==> src/rtl/serial_word_receiver.sv <==
// Serial-to-parallel word receiver with LSB-first/MSB-first assembly,
// a one-entry output holding register, overrun flag and frame realignment.
module serial_word_receiver #(
  parameter int WIDTH = 4
) (
  input  logic             clk,
  input  logic             rst,
  input  logic             Sin,
  input  logic             sin_valid,
  input  logic             dir,
  input  logic             start,
  output logic [WIDTH-1:0] Pout,
  output logic             out_valid,
  input  logic             out_ready,
  output logic             overrun,
  input  logic             clr_overrun,
  output logic [7:0]       word_cnt
);

  localparam int BW = (WIDTH > 2) ? $clog2(WIDTH) : 1;
  localparam logic [BW-1:0] LAST = BW'(WIDTH - 1);

  logic [WIDTH-1:0] shreg;
  logic [BW-1:0]    bcnt;
  logic             dir_q;

  logic [WIDTH-1:0] base_shreg;
  logic [BW-1:0]    base_bcnt;
  logic             cur_dir;
  logic [WIDTH-1:0] shifted;
  logic             complete;
  logic             load;
  logic             drop;

  // Handshake: a word transfers on any edge where out_valid and out_ready
  // are both high; a completed word may load into Pout on that same edge,
  // otherwise it loads only when the holding register is empty.
  always_comb begin
    base_shreg = start ? '0 : shreg;
    base_bcnt  = start ? '0 : bcnt;
    cur_dir    = (base_bcnt == '0) ? dir : dir_q;
    shifted    = cur_dir ? {base_shreg[WIDTH-2:0], Sin}
                         : {Sin, base_shreg[WIDTH-1:1]};
    // start zeroes the bit count, so it can never complete a word itself
    complete   = sin_valid && (base_bcnt == LAST);
    load       = complete && (!out_valid || out_ready);
    drop       = complete && !load;
  end

  always_ff @(posedge clk) begin
    if (rst) begin
      shreg     <= '0;
      bcnt      <= '0;
      dir_q     <= 1'b0;
      Pout      <= '0;
      out_valid <= 1'b0;
      overrun   <= 1'b0;
      word_cnt  <= 8'd0;
    end else begin
      if (sin_valid) begin
        shreg <= shifted;
        bcnt  <= complete ? '0 : base_bcnt + BW'(1);
        dir_q <= cur_dir;
      end else begin
        shreg <= base_shreg;
        bcnt  <= base_bcnt;
      end

      if (load) begin
        Pout     <= shifted;
        word_cnt <= word_cnt + 8'd1;
      end
      out_valid <= load || (out_valid && !out_ready);

      if (drop)
        overrun <= 1'b1;
      else if (clr_overrun)
        overrun <= 1'b0;
    end
  end

endmodule

==> config.mk <==
export PLATFORM = sky130hd
export DESIGN_NAME = serial_word_receiver
export DESIGN_NICKNAME = d
export VERILOG_FILES = /design/src/rtl/serial_word_receiver.sv
export SDC_FILE = /design/constraint.sdc
export NUM_CORES = 1
export LEC_CHECK = 0
export CORE_AREA = 2 2 74 48
export DETAILED_ROUTE_END_ITERATION = 8
export DIE_AREA = 0 0 76 50
export PLACE_DENSITY_LB_ADDON = 0.3
export SYNTH_ARGS = -nofsm -noshare
export SYNTH_HDL_FRONTEND = slang
export SYNTH_SLANG_ARGS = --single-unit
export TNS_END_PERCENT = 5
==> constraint.sdc <==
create_clock -name clk -period 2.4 [get_ports clk]
set_input_delay 0.48 -clock clk [delete_from_list [all_inputs] [get_ports clk]]
set_output_delay 0.48 -clock clk [all_outputs]
set_load 0.01 [all_outputs]
**Word-level counts from Yosys, hierarchy flattened**

Cells that the tools add are included.

- ROM bits: 0
- Register bits after elaboration: 21
- Memory bits (writable): 0
- Output and inout port bits: 14
- Logic and storage cells: 30
- Memories: 0
- Latch bits: 0
- Input port bits: 8

- Div/mod/pow operators: 0
- Order comparisons: 0
- Reductions and logical operators: 11
- Shift operators: 0
- Muxes and demuxes: 9
- Equal/unequal tests: 1
- Multiply operators: 0
- $add $sub $neg: 2
- Bitwise logic cells: 0

Operators with widths:

| operator | count |
|---|---|
| two-way mux 4 bit | 3 |
| adder 8 x 1 -> 8 bit, second input constant | 1 |
| two-way mux 2 bit | 3 |
| logical AND 1 bit | 4 |
| logical NOT 1 bit | 3 |
| two-way mux 1 bit | 3 |
| adder 2 x 1 -> 2 bit, second input constant | 1 |
| equality test 2 bit, second input constant | 1 |
| logical NOT 2 bit | 1 |
| logical OR 1 bit | 2 |
| nonzero test 2 bit | 1 |

**Longest topological paths before layout**

- Depth after elaboration: 7
- Mapped depth: 6
- Gate-level depth less buffers: 5

**Worst setup path before layout**

OpenSTA, ideal clock, no wires.

- Path kind: input -> register
- Start: input start
- End: register Pout[3]
- Path buffers: 1
- Data arrival time: 1799 ps
- Required time: 2309 ps
- Library setup time: 91 ps
- Setup slack: 510 ps
- Stages: 6
- Cell sequence: buf_2 nand2b_1 ha_1 mux2i_2 or3b_1 a311oi_1

- Word-level cells in the longest chain between the ends: 4
- Elaborated cells between the ends (all ways): 8
- Classes of those cells: 1 x eq/ne; 4 x mux; 3 x reduce/logical

Ends and longest elaborated chain:

| item | RTL line | text |
|---|---|---|
| from (decl) | 11 | `input logic start,` |
| two-way mux 2 bit | 40 | `base_bcnt = start ? '0 : bcnt;` |
| logical NOT 2 bit or equality test 2 bit (tied branches) | 41, 45 |  |
| two-way mux 1 bit or logical AND 1 bit (tied branches) | 41, 45 |  |
| two-way mux 4 bit or logical AND 1 bit (tied branches) | 42, 46 |  |
| to (signal assigned) | 70 | `Pout <= shifted;` |
| to (decl) | 12 | `output logic [WIDTH-1:0] Pout,` |

Parallel ways exist; a longest one is shown, timed or not.
A chain may end at the register's enable or synchronous reset.

**Final worst setup path**

- Start: input start
- End: register Pout[2]

Same word-level chain as after synthesis.

==> out/summary.json <==
{
  "power": {
    "pleak_nw": 0.472,
    "p_per_area_nw_per_um2": 476,
    "worst_ir_drop_vdd_mv": 0.223
  },
  "finish": {
    "fin_nets": 147,
    "final_layout_size_suffix_gt1_share_pct": 11.0,
    "fill_cells": 296,
    "diodes": 0,
    "finalNonFillerCells": 181,
    "fin_util_pct": 43.8,
    "final_area_um2": 1360,
    "area.growth.synth_to_final_pct": 29.7
  },
  "cts": {
    "clock_tree_from_tritoncts": "done",
    "cts_hold_buf": 0,
    "worst_skew_pair.late_latency_ns": 0.26,
    "cts_root_buffer": "sky130_fd_sc_hd__clkbuf_8",
    "cts_post_setup_buffers_inserted": 0,
    "clock_tree.buffer_depth": 2,
    "ctsResizeCount": 0,
    "cts_made_buffers": 3,
    "ctsHtreeMaxLevel": 1,
    "worst_setup_hold_path_clk_slew_ns": 0.08,
    "clock_sinks": 21
  },
  "timing": {
    "postLayoutSetupSlackWorst_ns": 0.262,
    "fmaxAchievable_mhz": 468,
    "timing_hold_violations_final": 0,
    "worst_clk_skew_ns": 0.00303,
    "min_period_ns": 2.14,
    "worstMarginPinSlew_ns": 0.911,
    "setup_failing_eps_final": 0,
    "rsz0062_at_grt": "false",
    "totalNegativeSetupSlack_ns": 0,
    "slew_viol_final": 0,
    "slew_headroom_pct": 39.1,
    "final.period_utilization_pct": 89.1
  },
  "route": {
    "detail_route.iter0.violations": 38,
    "routed-via-count": 927,
    "wl_um": 2350,
    "ant_nets": 0,
    "drt-vias-per-instance": 5.12,
    "post_drt_wl_per_cell_um": 13.0,
    "drcViolationCount": 0,
    "dr.pass1.iters": 5
  },
  "floorplanning": {
    "top_level_ports": 22,
    "floorplan.initialDensity_pct": 33.8,
    "die_width_um": 76,
    "floorplan.core_area_um2": 3100,
    "dieArea_um2": 3800,
    "fp.dieH_um": 50,
    "placementRows": 16
  },
  "synthesis": {
    "synth_seq_area_share_pct": 40.1,
    "synth.distinct_cells": 35,
    "ys_dominant_reg_cell": "sky130_fd_sc_hd__dfxtp_1",
    "async_flop_share_pct": 0,
    "synth_fp_nets": 123,
    "ys.warnings.count": 0,
    "mappedNetlistArea_um2": 1050,
    "synthesis.area_per_instance_um2": 9.28,
    "post_synth_edffs": 0,
    "synth_seq_cells": 21,
    "post_synth_inst_count": 113
  },
  "placed_design": {
    "rd_place_congestion": 0.812,
    "placed_cell_area_um2": 1320,
    "post-place-ws_ns": -0.0103,
    "io_buffer_count": 21,
    "dp_cells": 177,
    "detailedPlacementHpwl_um": 1710
  },
  "global_routing": {
    "antenna_found_initial": 0,
    "grt_first_pass_wirelength_um": 4060,
    "maximum_number_of_pins_on_one_net_before_global_route_repair": 17,
    "grtUsageMet2_pct": 19.9,
    "grt_util_met1_pct": 18.5,
    "gr-total-overflow": 0,
    "number_of_global_route_vias_before_repair": 864,
    "global_route.usage.met3_pct": 3.11,
    "grt_most_used_layer": "met2",
    "global_router_s_overall_resource_usage_pct": 13.4
  },
  "critical_path": {
    "start_kind": "input port",
    "timing.critical_path.arrival_ns": 2.27,
    "required_time_at_the_endpoint_of_the_critical_path_ns": 2.53,
    "critical_path.max_fanout": 8,
    "cp-end-kind": "flop",
    "crit_type": "input port to flop"
  },
  "job": {
    "timing.max_cap.violations": 0
  },
  "worst_hold_path": {
    "timing.hold.worst.class": "flop to flop"
  },
  "status": {
    "outcome": "finished clean"
  }
}
state kept, by name, summed over array words and instances, names as in the netlist:
name,count
word_cnt,8
bcnt,2
out_valid,1
Pout,4
shreg,4
dir_q,1
overrun,1
cell type report:
class	instances	area [µm²]	area share, %
multi-input combinational	84	587	43.1
sequential	21	420	30.9
timing repair buffer	26	248	18.2
tap	45	56.3	4.14
clock buffer	4	45.0	3.31
inverter	1	3.75	0.276
stage by stage:
| step | power, W | hold WS [ns] |
|---|---|---|
| 4_1_cts | 0.000653 | 0.501 |
| 2_1_floorplan | 0.000396 | 0.445 |
| 3_3_place_gp | 0.000420 | 0.470 |
| 5_1_grt | 0.000674 | 0.523 |
| 3_5_place_dp | 0.000423 | 0.491 |
| 6_report | 0.000647 | 0.499 |
critical path, cell delays in order:
cell and delay, ns:
sky130_fd_sc_hd__clkdlybuf4s50_1 0.52, sky130_fd_sc_hd__nand2b_1 0.17, sky130_fd_sc_hd__ha_1 0.18, sky130_fd_sc_hd__mux2i_2 0.49
sky130_fd_sc_hd__mux2i_1 0.31, sky130_fd_sc_hd__a211oi_1 0.11
worst paths after layout:
check / endpoint / depth (start not counted) / from / slack, ns
worst min-delay path: shreg[0] / 2 / shreg[0] / 0.50
worst max-delay path: Pout[2] / 6 / start / 0.26
worst max register to register: Pout[2] / 5 / bcnt[0] / 0.63
worst min register to register: shreg[0] / 2 / shreg[0] / 0.50
layout by cell type, fill, tap and decap left out, types with 2 or more instances in the layout:
cell,count
sky130_fd_sc_hd__dfxtp_1,21
sky130_fd_sc_hd__clkdlybuf4s50_1,21
sky130_fd_sc_hd__a21oi_1,13
sky130_fd_sc_hd__nor2_1,9
sky130_fd_sc_hd__nor2b_1,7
sky130_fd_sc_hd__nand2_1,5
sky130_fd_sc_hd__buf_4,5
sky130_fd_sc_hd__nand2b_1,4
sky130_fd_sc_hd__mux2_1,4
sky130_fd_sc_hd__nand3_1,4
sky130_fd_sc_hd__o21ai_0,4
sky130_fd_sc_hd__a211oi_1,4
sky130_fd_sc_hd__mux2i_1,3
sky130_fd_sc_hd__nand4_1,3
sky130_fd_sc_hd__clkbuf_8,3
sky130_fd_sc_hd__nor4_2,2
sky130_fd_sc_hd__o31ai_1,2
sky130_fd_sc_hd__or4_1,2
sky130_fd_sc_hd__or3_1,2
sky130_fd_sc_hd__a31oi_1,2
sky130_fd_sc_hd__ha_1,2
cells in the mapped netlist (2+ instances only):
library cell	number	area [µm²]
sky130_fd_sc_hd__nor4_2	2	25.0
sky130_fd_sc_hd__a21oi_1	13	65.1
sky130_fd_sc_hd__or3_1	2	12.5
sky130_fd_sc_hd__nor2b_1	7	43.8
sky130_fd_sc_hd__nand2b_1	4	25.0
sky130_fd_sc_hd__clkbuf_1	2	7.51
sky130_fd_sc_hd__nand3_1	4	20.0
sky130_fd_sc_hd__nand4_1	3	18.8
sky130_fd_sc_hd__nand2_1	5	18.8
sky130_fd_sc_hd__a31oi_1	2	12.5
sky130_fd_sc_hd__o31ai_1	2	15.0
sky130_fd_sc_hd__o21ai_0	4	20.0
sky130_fd_sc_hd__nor2_1	9	33.8
sky130_fd_sc_hd__buf_2	3	15.0
sky130_fd_sc_hd__or4_1	2	15.0
sky130_fd_sc_hd__a211oi_1	4	30.0
sky130_fd_sc_hd__mux2i_1	3	30.0
sky130_fd_sc_hd__dfxtp_1	21	420
sky130_fd_sc_hd__mux2_1	4	45.0
sky130_fd_sc_hd__ha_1	2	25.0
power by group:
group          switching, W  internal [W]
Clock              0.000114      0.000118
Sequential       0.00000513      0.000354
Combinational     0.0000275     0.0000281
Total              0.000147      0.000500
logic make-up (layout without fill, tap and decap cells):
group / after synthesis / after routing / synth area share, %
buffers and inverters: 8 / 31 / 3.94
AOI/OAI and AO/OA: 27 / 27 / 15.0
muxes: 8 / 8 / 8.47
and+or+nand+nor: 47 / 47 / 30.1
adders and majority gates: 2 / 2 / 2.39
DFF: 21 / 21 / 40.1
per-layer routing:
layer	wire length (µm)	vias to the layer above
li1	-	466
met1	1150	435
met2	1050	20
met3	97	6
met4	46	0
met5	0	-
No activity file was read; power rests on OpenSTA's default activity.
